$ cat src/rtl/uart_pkg.sv
// Shared UART receive definitions: FSM state encoding, parity-mode encodings
// and the default frame geometry.
package uart_pkg;

    typedef enum logic [2:0] {
        IDLE,
        START,
        DATA,
        PARITY,
        STOP
    } rx_state_t;

    localparam logic [1:0] PARITY_NONE  = 2'b00;
    localparam logic [1:0] PARITY_ODD   = 2'b01;
    localparam logic [1:0] PARITY_EVEN  = 2'b10;
    localparam logic [1:0] PARITY_NONE2 = 2'b11;

    localparam int DEFAULT_OVERSAMPLE = 16;
    localparam int DEFAULT_DATA_BITS  = 8;

    // Only odd and even modes carry a parity bit on the line.
    function automatic logic parity_enabled(input logic [1:0] pt);
        case (pt)
            PARITY_ODD, PARITY_EVEN:   return 1'b1;
            PARITY_NONE, PARITY_NONE2: return 1'b0;
            default:                   return 1'b0;
        endcase
    endfunction

endpackage

$ cat src/rtl/sipo_rx_if.sv
// Bundle of the receiver's line-side inputs and frame-result outputs.
// The master side drives the line and tick; the slave side is the receiver.
interface sipo_rx_if #(
    parameter int DATA_BITS = 8
);
    logic                 sample_tick;
    logic                 data_rx;
    logic [1:0]           parity_type;
    logic [DATA_BITS-1:0] data_out;
    logic                 active_flag;
    logic                 done_flag;
    logic                 parity_error;
    logic                 framing_error;

    modport master (
        output sample_tick, data_rx, parity_type,
        input  data_out, active_flag, done_flag, parity_error, framing_error
    );

    modport slave (
        input  sample_tick, data_rx, parity_type,
        output data_out, active_flag, done_flag, parity_error, framing_error
    );
endinterface

$ cat src/rtl/sync_2ff.sv
// Two-flop synchroniser for the asynchronous serial line; resets to the
// idle (high) level so reset never looks like a start bit.
module sync_2ff (
    input  logic clk,
    input  logic reset,
    input  logic d,
    output logic q
);
    logic meta;

    always_ff @(posedge clk or posedge reset) begin
        if (reset) begin
            meta <= 1'b1;
            q    <= 1'b1;
        end else begin
            meta <= d;
            q    <= meta;
        end
    end
endmodule

$ cat src/rtl/sipo_rx.sv
// Oversampled UART serial-in/parallel-out receiver with optional parity.
// Define SIPO_RX_MAJORITY_EN to take each bit as a 2-of-3 vote around mid-bit.
module sipo_rx
    import uart_pkg::*;
#(
    parameter int OVERSAMPLE = DEFAULT_OVERSAMPLE,
    parameter int DATA_BITS  = DEFAULT_DATA_BITS
) (
    input logic      clk,
    input logic      reset,
    sipo_rx_if.slave bus
);
    localparam int TICK_W = $clog2(OVERSAMPLE);
    localparam int BIT_W  = (DATA_BITS > 1) ? $clog2(DATA_BITS) : 1;

    localparam logic [TICK_W-1:0] HALF_M1   = TICK_W'(OVERSAMPLE / 2 - 1);
    localparam logic [TICK_W-1:0] HALF      = TICK_W'(OVERSAMPLE / 2);
    localparam logic [TICK_W-1:0] LAST_TICK = TICK_W'(OVERSAMPLE - 1);
    localparam logic [BIT_W-1:0]  LAST_BIT  = BIT_W'(DATA_BITS - 1);

    rx_state_t            state_q, state_d;
    logic [TICK_W-1:0]    tick_q, tick_d;
    logic [BIT_W-1:0]     bit_q, bit_d;
    logic [DATA_BITS-1:0] shift_q, shift_d;
    logic [DATA_BITS-1:0] data_q, data_d;
    logic [1:0]           ptype_q, ptype_d;
    logic                 active_q, active_d;
    logic                 done_q, done_d;
    logic                 perr_q, perr_d;
    logic                 ferr_q, ferr_d;
    logic                 wait_high_q, wait_high_d;
    logic                 rx_s;
    logic                 bit_val;
    logic                 in_bit;

`ifdef SIPO_RX_MAJORITY_EN
    localparam logic [TICK_W-1:0] HALF_P1 = TICK_W'(OVERSAMPLE / 2 + 1);
    logic [2:0] samp_q, samp_d;
    assign bit_val = (samp_q[0] & samp_q[1]) | (samp_q[0] & samp_q[2]) | (samp_q[1] & samp_q[2]);
`else
    logic samp_q, samp_d;
    assign bit_val = samp_q;
`endif

    sync_2ff u_sync (
        .clk   (clk),
        .reset (reset),
        .d     (bus.data_rx),
        .q     (rx_s)
    );

    assign in_bit = (state_q == DATA) || (state_q == PARITY) || (state_q == STOP);

    // Bit values are captured around mid-bit and consumed later at the
    // sample point (last tick of the bit window), which drives state advance.
    always_comb begin
        state_d     = state_q;
        tick_d      = tick_q;
        bit_d       = bit_q;
        shift_d     = shift_q;
        data_d      = data_q;
        ptype_d     = ptype_q;
        active_d    = active_q;
        done_d      = 1'b0;
        perr_d      = perr_q;
        ferr_d      = ferr_q;
        wait_high_d = wait_high_q;
        samp_d      = samp_q;

        if (bus.sample_tick) begin
`ifdef SIPO_RX_MAJORITY_EN
            if (in_bit && tick_q == HALF_M1) samp_d[0] = rx_s;
            if (in_bit && tick_q == HALF)    samp_d[1] = rx_s;
            if (in_bit && tick_q == HALF_P1) samp_d[2] = rx_s;
`else
            if (in_bit && tick_q == HALF)    samp_d = rx_s;
`endif
            unique case (state_q)
                IDLE: begin
                    if (rx_s) begin
                        wait_high_d = 1'b0;
                    end else if (!wait_high_q) begin
                        state_d = START;
                        tick_d  = '0;
                    end
                end
                START: begin
                    if (tick_q == HALF_M1) begin
                        if (!rx_s) begin
                            state_d  = DATA;
                            tick_d   = '0;
                            bit_d    = '0;
                            active_d = 1'b1;
                            perr_d   = 1'b0;
                            ferr_d   = 1'b0;
                            ptype_d  = bus.parity_type;
                        end else begin
                            state_d = IDLE;
                        end
                    end else begin
                        tick_d = tick_q + 1'b1;
                    end
                end
                DATA: begin
                    if (tick_q == LAST_TICK) begin
                        tick_d  = '0;
                        shift_d = {bit_val, shift_q[DATA_BITS-1:1]};
                        if (bit_q == LAST_BIT) begin
                            bit_d   = '0;
                            state_d = parity_enabled(ptype_q) ? PARITY : STOP;
                        end else begin
                            bit_d = bit_q + 1'b1;
                        end
                    end else begin
                        tick_d = tick_q + 1'b1;
                    end
                end
                PARITY: begin
                    if (tick_q == LAST_TICK) begin
                        tick_d  = '0;
                        state_d = STOP;
                        perr_d  = (ptype_q == PARITY_ODD) ? ~(^shift_q ^ bit_val)
                                                          :  (^shift_q ^ bit_val);
                    end else begin
                        tick_d = tick_q + 1'b1;
                    end
                end
                STOP: begin
                    // A low stop bit may be the start of a break, so arm the
                    // wait-for-high guard before looking for another start.
                    if (tick_q == LAST_TICK) begin
                        tick_d      = '0;
                        state_d     = IDLE;
                        ferr_d      = ~bit_val;
                        wait_high_d = ~bit_val;
                        data_d      = shift_q;
                        done_d      = 1'b1;
                        active_d    = 1'b0;
                    end else begin
                        tick_d = tick_q + 1'b1;
                    end
                end
                default: state_d = IDLE;
            endcase
        end
    end

    // Single state register for the whole receiver.
    always_ff @(posedge clk or posedge reset) begin
        if (reset) begin
            state_q     <= IDLE;
            tick_q      <= '0;
            bit_q       <= '0;
            shift_q     <= '0;
            data_q      <= '0;
            ptype_q     <= PARITY_NONE;
            active_q    <= 1'b0;
            done_q      <= 1'b0;
            perr_q      <= 1'b0;
            ferr_q      <= 1'b0;
            wait_high_q <= 1'b0;
            samp_q      <= '1;
        end else begin
            state_q     <= state_d;
            tick_q      <= tick_d;
            bit_q       <= bit_d;
            shift_q     <= shift_d;
            data_q      <= data_d;
            ptype_q     <= ptype_d;
            active_q    <= active_d;
            done_q      <= done_d;
            perr_q      <= perr_d;
            ferr_q      <= ferr_d;
            wait_high_q <= wait_high_d;
            samp_q      <= samp_d;
        end
    end

    assign bus.data_out      = data_q;
    assign bus.active_flag   = active_q;
    assign bus.done_flag     = done_q;
    assign bus.parity_error  = perr_q;
    assign bus.framing_error = ferr_q;

endmodule

$ cat src/flat_wrapper.sv
// flat-port wrapper written by rule: the top's interface ports become plain ports
module sipo_rx_flat import uart_pkg::*;
#(
    parameter int OVERSAMPLE = DEFAULT_OVERSAMPLE,
    parameter int DATA_BITS  = DEFAULT_DATA_BITS
)
  (clk, reset, bus_sample_tick, bus_data_rx, bus_parity_type, bus_data_out, bus_active_flag, bus_done_flag, bus_parity_error, bus_framing_error);
  sipo_rx_if #(.DATA_BITS(DATA_BITS)) bus_i ();
  input logic clk;
  input logic reset;
  input wire logic [$bits(bus_i.sample_tick)-1:0] bus_sample_tick;
  input wire logic [$bits(bus_i.data_rx)-1:0] bus_data_rx;
  input wire logic [$bits(bus_i.parity_type)-1:0] bus_parity_type;
  output wire logic [$bits(bus_i.data_out)-1:0] bus_data_out;
  output wire logic [$bits(bus_i.active_flag)-1:0] bus_active_flag;
  output wire logic [$bits(bus_i.done_flag)-1:0] bus_done_flag;
  output wire logic [$bits(bus_i.parity_error)-1:0] bus_parity_error;
  output wire logic [$bits(bus_i.framing_error)-1:0] bus_framing_error;
  assign bus_i.sample_tick = bus_sample_tick;
  assign bus_i.data_rx = bus_data_rx;
  assign bus_i.parity_type = bus_parity_type;
  assign bus_data_out = bus_i.data_out;
  assign bus_active_flag = bus_i.active_flag;
  assign bus_done_flag = bus_i.done_flag;
  assign bus_parity_error = bus_i.parity_error;
  assign bus_framing_error = bus_i.framing_error;
  sipo_rx #(.OVERSAMPLE(OVERSAMPLE), .DATA_BITS(DATA_BITS)) u_core (.clk(clk), .reset(reset), .bus(bus_i));
endmodule
$ cat config.mk
export PLATFORM = sky130hd
export DESIGN_NAME = sipo_rx_flat
export DESIGN_NICKNAME = d
export VERILOG_FILES = /design/src/rtl/uart_pkg.sv /design/src/rtl/sipo_rx_if.sv /design/src/rtl/sync_2ff.sv /design/src/rtl/sipo_rx.sv /design/src/flat_wrapper.sv
export SDC_FILE = /design/constraint.sdc
export NUM_CORES = 1
export LEC_CHECK = 0
export ABC_CLOCK_PERIOD_IN_PS = 1800
export CORE_ASPECT_RATIO = 0.6
export CORE_MARGIN = 4
export CORE_UTILIZATION = 50
export DETAILED_ROUTE_END_ITERATION = 12
export GPL_TIMING_DRIVEN = 0
export PLACE_DENSITY = 0.79
export RECOVER_POWER = 50
export SYNTH_ARGS = -nofsm -noshare
export SYNTH_HDL_FRONTEND = slang
export SYNTH_SLANG_ARGS = --single-unit
$ cat constraint.sdc
create_clock -name clk -period 1.8 [get_ports clk]
set_input_delay 0.36 -clock clk [delete_from_list [all_inputs] [get_ports clk]]
set_output_delay 0.36 -clock clk [all_outputs]
set_load 0.05 [all_outputs]
**Word-level counts from Yosys, hierarchy flattened**

Cells that the tools add are included.

- Add/sub/neg operators: 2
- Equal/unequal tests: 21
- Mux-type cells: 42
- Bitwise operators: 4
- Reduce and logical (&&, ||, !) cells: 24

Operator list:

| operator | number |
|---|---|
| two-way mux 3 bit | 12 |
| two-way mux 4 bit | 5 |
| AND reduction 5 bit | 4 |
| two-way mux 1 bit | 16 |
| inequality test 2 bit (second input constant) | 8 |
| one-hot mux 3 bit (5 select lines) | 1 |
| one-hot mux 4 bit (3 select lines) | 1 |
| one-hot mux 1 bit (2 select lines) | 5 |
| == test 4 bit (second input constant) | 2 |
| AND reduction 4 bit | 2 |
| AND reduction 8 bit | 1 |
| nonzero test 2 bit | 4 |
| parity 8 bit | 1 |
| == test 3 x 2 -> 1 bit (second input constant) | 2 |
| == test 3 bit (second input constant) | 2 |
| one-hot mux 3 bit (2 select lines) | 1 |
| AND reduction 3 bit | 2 |
| adder 4 x 1 -> 4 bit (second input constant) | 1 |
| == test 2 bit (second input constant) | 2 |
| == test 4 x 3 -> 1 bit (second input constant) | 1 |
| OR reduction 2 bit | 2 |
| adder 3 x 1 -> 3 bit (second input constant) | 1 |
| == test 3 x 1 -> 1 bit (second input constant) | 1 |
| zero test 3 bit | 1 |
| other kinds (12) | 15 |

- Bits in registers: 36
- Input port bits: 6
- Output and inout port bits: 12
- Logic and storage cells: 107

**Depth between registers and ports, before layout**

- Depth in word-level cells: 11
- Gate-level depth with buffers: 7
- Mapped depth without buffers: 7

**Hierarchy**

From an unflattened synthesis, not the netlist that was laid out.

- Cells, all modules: 158
- Area, all modules: 1879.3 um2

Modules (own cells, without submodules):

| module | instances | cells an instance | area each (um2) | sequential area each (um2) |
|---|---|---|---|---|
| sipo_rx | 1 | 155 | 1823.0 | 852.1 |
| sync_2ff | 1 | 3 | 56.3 | 52.6 |

**Least setup slack after synthesis**

No wires, ideal clock.

- Kind: reg2reg
- Start: register u_core.tick_q[0]
- End: register u_core.shift_q[3]
- Library setup time: 0.125 ns
- Arrival: 1.538 ns
- Required time: 1.675 ns
- Setup slack: 0.137 ns
- Cell stages (with the launch flop): 7
- Buffers on the path: 1
- Period minus slack after synthesis: 1.663 ns
- Path through: dfrtp_1 ha_1 nand2_2 nor3b_4 and2_1 buf_4 mux2_2

- Cells in the longest elaborated chain, start to end: 2

Ends and longest elaborated chain:

| item | RTL line | text |
|---|---|---|
| start: declaration | sipo_rx.sv:22 | `logic [TICK_W-1:0] tick_q, tick_d;` |
| start signal: assignment | sipo_rx.sv:165 | `tick_q <= tick_d;` |
| == test 4 bit | sipo_rx.sv:105 | `if (tick_q == LAST_TICK) begin` |
| AND reduction 3 bit (no line) | -- |  |
| end signal: assignment | sipo_rx.sv:167 | `shift_q <= shift_d;` |
| end: declaration | sipo_rx.sv:24 | `logic [DATA_BITS-1:0] shift_q, shift_d;` |

No other way between the ends.
A chain may end at the register's enable or synchronous reset.

**Worst setup path in the final report**

- Start: register u_core.state_q[1]
- End: register u_core.data_q[6], in the netlist u_core.bus.data_out[6]

- Cells in the longest elaborated chain, start to end: 2

Ends and longest elaborated chain:

| item | RTL line | text |
|---|---|---|
| start: declaration | sipo_rx.sv:21 | `rx_state_t state_q, state_d;` |
| start signal: assignment | sipo_rx.sv:164 | `state_q <= state_d;` |
| == test 3 bit | sipo_rx.sv:78 | `unique case (state_q)` |
| AND reduction 3 bit (no line) | -- |  |
| end signal: assignment | sipo_rx.sv:168 | `data_q <= data_d;` |
| end: declaration | sipo_rx.sv:25 | `logic [DATA_BITS-1:0] data_q, data_d;` |

No other way between the ends.

==> summary.md <==
| Metric | Value |
|---|---|
| Mapped Cells | `approximately 160` |
| Post-detailed-routing wire length | `3480 um` |
| Slowest-stage cell, CP | `dfrtp_1` |
| Nets | `a little under 200` |
| Pwr Density | `approximately 960 nW/um2` |
| Total gr overflow | `0` |
| Rel. slew slack | `0.523` |
| Slowest Stage Delay on Critical Path | `roughly 0.39 ns` |
| Via density | `around 5.4` |
| FF+latch count, synth | `36` |
| Synth Area in Simple Gates | `0.151` |
| Number of global-route vias before repair | `1222` |
| Die X | `85.9 um` |
| CP endpoint | `u_core.bus.data_out[6]` |
| Synthesized area | `approximately 1800 um2` |
| Post-synth EDFFs | `0` |
| Slew Viols, Final | `0` |
| Initial cell density of the core | `0.541` |
| Area growth syn-to-layout | `18.1%` |
| Clk pin slew, worst setup/hold paths | `roughly 0.070 ns` |
| Status | `finished, final reports clean` |
| Most common cell after layout, fill and taps aside | `dfrtp_1` |
| Synth Area in Adders | `0.0344` |
| HP Class | `register to register` |
| CTS HTree Levels | `2` |
| Compound-Gate Fraction of Synth Area | `0.0784` |
| Largest net degree at the start of global routing | `37` |
| Row count | `16` |
| CTS sink count | `36` |
| Dpl hpwl | `about 2600 um` |
| First-pass GRT wire length | `5920 um` |
| Post-synthesis mux area share | `0.151` |
| Final Setup Violations | `0` |
| FF-to-FF End | `u_core.bus.data_out[6]` |
| WS Path Type | `register to register` |
| Final ANT Viol Nets | `0` |
| Vias | `1221` |
| Met3 WL | `~200 um` |
| Sequential area share after synthesis | `0.497` |
| CTS root buf | `clkbuf_8` |
| Initial antenna violation count | `0` |
| DR iter-0 viols | `66` |
| Worst-path cell chain | `buf_2 -> nor2_1 -> nand2_1 -> nor3_2 -> buf_6 -> mux2_2` |
| IO Count | `18` |
| Die area | `approximately 4700 um2` |
| Die height | `54.7 um` |
| FF-to-FF path depth | `6` |
| FMAX | `approximately 0.58 GHz` |
| Max Cap Violations | `0` |
| Worst Path Required | `1.97 ns` |
| Synthesized Nets | `about 170` |
| Crit-path max FO | `10` |
| Crit end category | `register` |
| Drt first pass iters | `4` |
| Total CTS buffers | `5` |
| # diodes | `0` |
| Synth cell types | `a little over 40` |
| Leak | `about 1.1 nW` |
| Share of flip-flops with an asynchronous set or reset | `1.00` |
| Clock Latency Late Sink | `0.29 ns` |
| Setup crit start | `u_core.state_q[1]` |
| Core Footprint | `~3400 um2` |
| R2R Path Start | `u_core.state_q[1]` |
| Final non-filler cell total | `between 200 and 250` |
| Worst setup margin | `approximately 0.076 ns` |
| Share of cells above drive strength 1 | `0.257` |
| RSZ-0062 raised after global routing | `false` |
| Port buffer count | `17` |
| Clock Skew | `0.00925 ns` |
| Top FF cell, synth | `dfrtp_1` |
| Peak supply drop | `a little under 500 uV` |
| Fill count | `between 200 and 300` |
| Yosys warns | `0` |
| Wirelength per Cell | `15.3 um` |
| Commonest cells after routing, fill and taps aside | `dfrtp_1, nand2_1, mux2_2, dlygate4sd2_1, mux2_1` |
| Mapped Avg Cell Area | `approximately 12 um2` |
| Met1 wire length | `about 1600 um` |
| Hold buffer count at CTS | `0` |
| Crit share post-route | `0.958` |
| CP Launch Type | `register` |
| Fin crit period | `about 1.7 ns` |
| Deepest clock path buffer count | `2` |
| Largest family of logic cells by synthesized area | `simple AND/OR/NAND/NOR gates` |
| Highest routed layer | `met4` |
| Placed insts | `~220` |
| Reg2reg setup slack | `approximately 0.076 ns` |
| CTS tree | `done` |
| Final Hold Vio Count | `0` |
| Gr usage total | `0.172` |
| Gp weighted congestion | `around 0.9` |
| Xor/xnor share of the synthesized area | `0.0481` |
| Post-Place Setup Slack | `-0.235 ns` |
| Slew @ Worst Pin | `0.715 ns` |
| Arr. time, crit path | `1.89 ns` |
| WL met2 | `1610 um` |
| # DRC | `0` |
-- how the worst min path moves through the flow --
stage,slack (ns),end,start,cells past startpoint
floorplan,0.35,u_core.u_sync.q,u_core.u_sync.meta,0
global placement,0.35,u_core.u_sync.q,u_core.u_sync.meta,0
detailed placement,0.35,u_core.u_sync.q,u_core.u_sync.meta,0
CTS,0.36,u_core.u_sync.q,u_core.u_sync.meta,0
global route,0.36,u_core.u_sync.q,u_core.u_sync.meta,0
finish,0.36,u_core.u_sync.q,u_core.u_sync.meta,0
-- area by class of cell --
cell class / count / area, um2 / area share
tap: 45 / 56.3 / 0.0262
multi-input combinational: 105 / 851 / 0.396
sequential: 36 / 906 / 0.422
timing repair buffer: 20 / 176 / 0.0821
clock inverter: 1 / 5.00 / 0.00233
clock buffer: 6 / 72.6 / 0.0338
buffer: 6 / 47.5 / 0.0221
inverter: 9 / 33.8 / 0.0157
-- synthesized netlist by cell type (all sizes together) (3+ instances only) --
library cell / instances / area, um2
inv: 9 / 33.8
mux2: 21 / 244
nor2: 8 / 37.5
o21ai: 15 / 78.8
dfstp: 3 / 78.8
buf: 5 / 35.0
nor3: 7 / 56.3
dfrtp: 33 / 826
mux2i: 3 / 30.0
ha: 5 / 62.6
nand2: 13 / 53.8
xnor2: 8 / 70.1
nand3: 3 / 15.0
-- timing repair --
| item | in CTS | in global routing |
|---|---|---|
| endpoints found under the setup margin | 18 | 20 |
| setup buffers | 1 | 2 |
| pin swaps | 1 | 1 |
| resized for setup | 10 | 7 |
-- routing by layer --
metal  vias up  global-route usage
li1        585                   -
met1       603               0.231
met2        28               0.258
met3         5              0.0481
met4         0              0.0816
met5         -                   0
-- cells by family after synthesis --
logic type      count (synthesis)
buf+inv                        15
compound gates                 23
fa+ha+maj                       5
flops                          36
mux                            24
simple gates                   43
xor+xnor                       10
-- registers in the layout (all words and copies together) (netlist names) --
| register | cells |
|---|---|
| u_core.shift_q | 8 |
| u_core.bus.data_out | 8 |
| u_core.bus.done_flag | 1 |
| u_core.bus.framing_error | 1 |
| u_core.bus.parity_error | 1 |
| u_core.ptype_q | 2 |
| u_core.bus.active_flag | 1 |
| u_core.u_sync.q | 1 |
| u_core.bit_q | 3 |
| u_core.wait_high_q | 1 |
| u_core.u_sync.meta | 1 |
| u_core.tick_q | 4 |
| u_core.bit_val | 1 |
| u_core.state_q | 3 |
-- critical path, delay by kind of cell, from the launching register on --
| family | cells | cell delay [ns] |
|---|---|---|
| multiplexers | 1 | 0.35 |
| buffers and inverters | 2 | 0.37 |
| flip-flops | 1 | 0.39 |
| AND/OR/NAND/NOR | 3 | 0.48 |
-- report_power, final --
part | internal, mW | switching, mW
Clock | 0.263 | 0.277
Combinational | 0.238 | 0.268
Sequential | 0.920 | 0.0956
Total | 1.42 | 0.641
-- stage by stage --
stage | setup TNS [ns] | instance area (um2) | power (mW) | util | hold slack [ns]
2_1_floorplan | 0 | 1820 | 1.39 | - | 0.345
3_3_place_gp | -6.18 | 2050 | 1.46 | 0.608 | 0.346
3_5_place_dp | -8.40 | 2050 | 1.51 | 0.608 | 0.347
4_1_cts | 0 | 2120 | 2.05 | 0.630 | 0.357
5_1_grt | 0 | 2150 | 2.19 | 0.639 | 0.359
6_report | 0 | 2150 | 2.06 | 0.639 | 0.356
(Power assumes the default switching activity.)
==> RTL change, RTL diff (config.mk and constraints unchanged) <==
Reset style: synchronous (`reset`), changed in 2 clocked blocks. Comments in the files are not updated.
--- a/src/rtl/sync_2ff.sv
+++ b/src/rtl/sync_2ff.sv
@@ -9,5 +9,5 @@
     logic meta;
 
-    always_ff @(posedge clk or posedge reset) begin
+    always_ff @(posedge clk) begin
         if (reset) begin
             meta <= 1'b1;
--- a/src/rtl/sipo_rx.sv
+++ b/src/rtl/sipo_rx.sv
@@ -147,5 +147,5 @@
 
     // Single state register for the whole receiver.
-    always_ff @(posedge clk or posedge reset) begin
+    always_ff @(posedge clk) begin
         if (reset) begin
             state_q     <= IDLE;
Formal check against the unedited RTL: no difference found for any inputs over 10 cycles, from zero or initial values and one cycle with reset high; that may be too few to reach the edited logic, so the function may still have changed.
==> RTL change against the unedited design <==
Wire length up 18%. Sequential cell count unchanged. Highest routed layer unchanged. Synthesized area down 2.8%. Count of clock-buffer cells in the layout down 1. Largest cell class is now multi-input combinational cells. Design area up 1.3%. Setup slack worse by 0.025 ns.
Power is not compared: it rests on default switching activity, and its combinational part moved more than twofold at a synthesized area within 25%.
==> RTL change: results (changes against the unedited design) <==
The flow ran to the end, and the final reports show no timing, DRC or antenna violations. The worst register-to-register path begins at u_core.u_sync.q. The logs give 1373 (+12%) for the number of global-route vias before repair and 2.86 mm (+11%) for the estimated wirelength of the detail-placed design.

The run gives 277 µm (+38%) as the met3 wire length. The clock skew came out at 0.00673 ns (-0.00252 ns). The post-layout net count is 252 (+30%). The wire length of the first global-routing pass is 6.72 mm (+14%), and the smallest hold slack is 0.409 ns (+0.0531 ns). The worst setup path startpoint is u_core.bus.done_flag. The number of buffers on the longest clock path is 2 (unchanged). For the placer's final routability congestion estimate, the log shows 0.915 (+3.1%). The startpoint of the lowest-slack hold path was u_core.u_sync.meta. The depth of the most critical reg-to-reg path was 5 (-1); the overall global routing resource usage was 19.1% (+1.9 points).

The tools report the arrival time at the worst endpoint as 1.39 ns (-0.50 ns). Parity-gate share of the synthesized area counting xor and xnor cells: 4.95% (+0.14 points). The logs give 13 (-65%) for the maximum number of pins on one net before global-route repair and 40.8% (-9.0 points) for the sequential fraction of the synthesis area. The tools report the worst hold path endpoint as u_core.u_sync.q.

In the post-synthesis netlist, the biggest area contributors are dfxtp_1 (41%), nand2_1 (7.6%), a21oi_1 (6.5%), xnor2_1 (5.0%), nor2_1 (3.8%). The via-per-instance ratio came out at 5.47 (+2.1%). The detailed-routing iteration count for the pre-antenna-repair pass is 4 (unchanged), and the fraction of synthesis flops using an asynchronous set or reset pin is 0% (-100 points).

Broken down by cell family, the worst path's largest delay share belongs to buffers and inverters. The worst register-to-register path ends at u_core.bit_q[0]. The met1 layer wirelength in the final routing was 2.22 mm (+36%); the combinational cell power was 86.5 µW. The final wirelength is 4.12 mm (+18%), and the number of cells traversed by the worst hold path is 1 (+1).

The logs give 0.0516 ns (-0.0248 ns) for the least setup slack across all paths after layout and 59.8% (+7.5 points) for the relative slew slack. The tools report the number of standard cells in the final layout excluding fillers as 287 (+26%). The commonest cells after synthesis are dfxtp_1 (36), nand2_1 (36), a21oi_1 (23).

The largest individual stage delay along the critical path comes from the cell clkdlybuf4s50_1. The share of post-route cells with drive strength above 1 works out to 17.4% (-8.3 points). The arithmetic-cell share of the synthesized area counting full adders, half adders and majority gates is 3.54% (+0.10 points). The critical path ends at bus_done_flag. The biggest cell delay along the critical path came out at 0.79 ns (+0.40 ns). Pre-CTS setup slack: -0.325 ns (-0.0903 ns). The worst-case IR drop observed on VDD is 0.422 mV. The register-to-register setup slack is 0.06 ns (-0.02 ns), and the average instance area after synthesis is 8.46 µm² (-27%).

The met2 wire length is 1.60 mm (-0.44%). The total placed instance area was 1990 µm² (-2.5%). The fraction of synthesized area in multiplexers was 4.10% (-11 points). The uppermost metal layer occupied by signal nets was met4. The net count after synthesis came out at 220 (+32%). The largest driver fanout on the critical path is 1 (-9), and the distinct cell type count after synthesis is 42 (+2.4%). The compound-gate portion of the synthesized area was 19.0% (+11 points). The run gives 161 (+140%) as the number of DRC markers after the initial detailed-route iteration. The run gives 271 (+24%) as the post-placement cell count.
[RTL change: changes by cell type after synthesis, sizes merged, moves of 4 or more]
| cell | before | now |
|---|---|---|
| dfrtp | 33 | 0 |
| mux2 | 21 | 2 |
| nor2b | 0 | 4 |
| clkbuf | 1 | 8 |
| nor2 | 8 | 19 |
| nand2 | 13 | 36 |
| dfxtp | 0 | 36 |
| a21oi | 2 | 23 |
[RTL change: per-layer routing]
layer	up-vias	GRT usage (%)
met1	730	28.7
met5	-	0
met3	4	7.19
li1	787	-
met4	0	4.21
met2	49	25.1
[RTL change: area by class of cell]
class,count,area (µm²)
plain buffers,12,67.6
multi-input cells,154,1010
inverters,6,22.5
repair buffers,26,179
clock inverters,3,42.5
well taps,45,56.3
fillers,314,1150
flip-flops and latches,36,729
clock buffers,5,68.8
[RTL change: repair_timing]
| item | CTS | global route |
|---|---|---|
| pin swaps | 2 | 8 |
| gates resized for setup | 10 | 20 |
| setup endpoints to repair | 25 | 31 |
| buffers inserted | 0 | 9 |
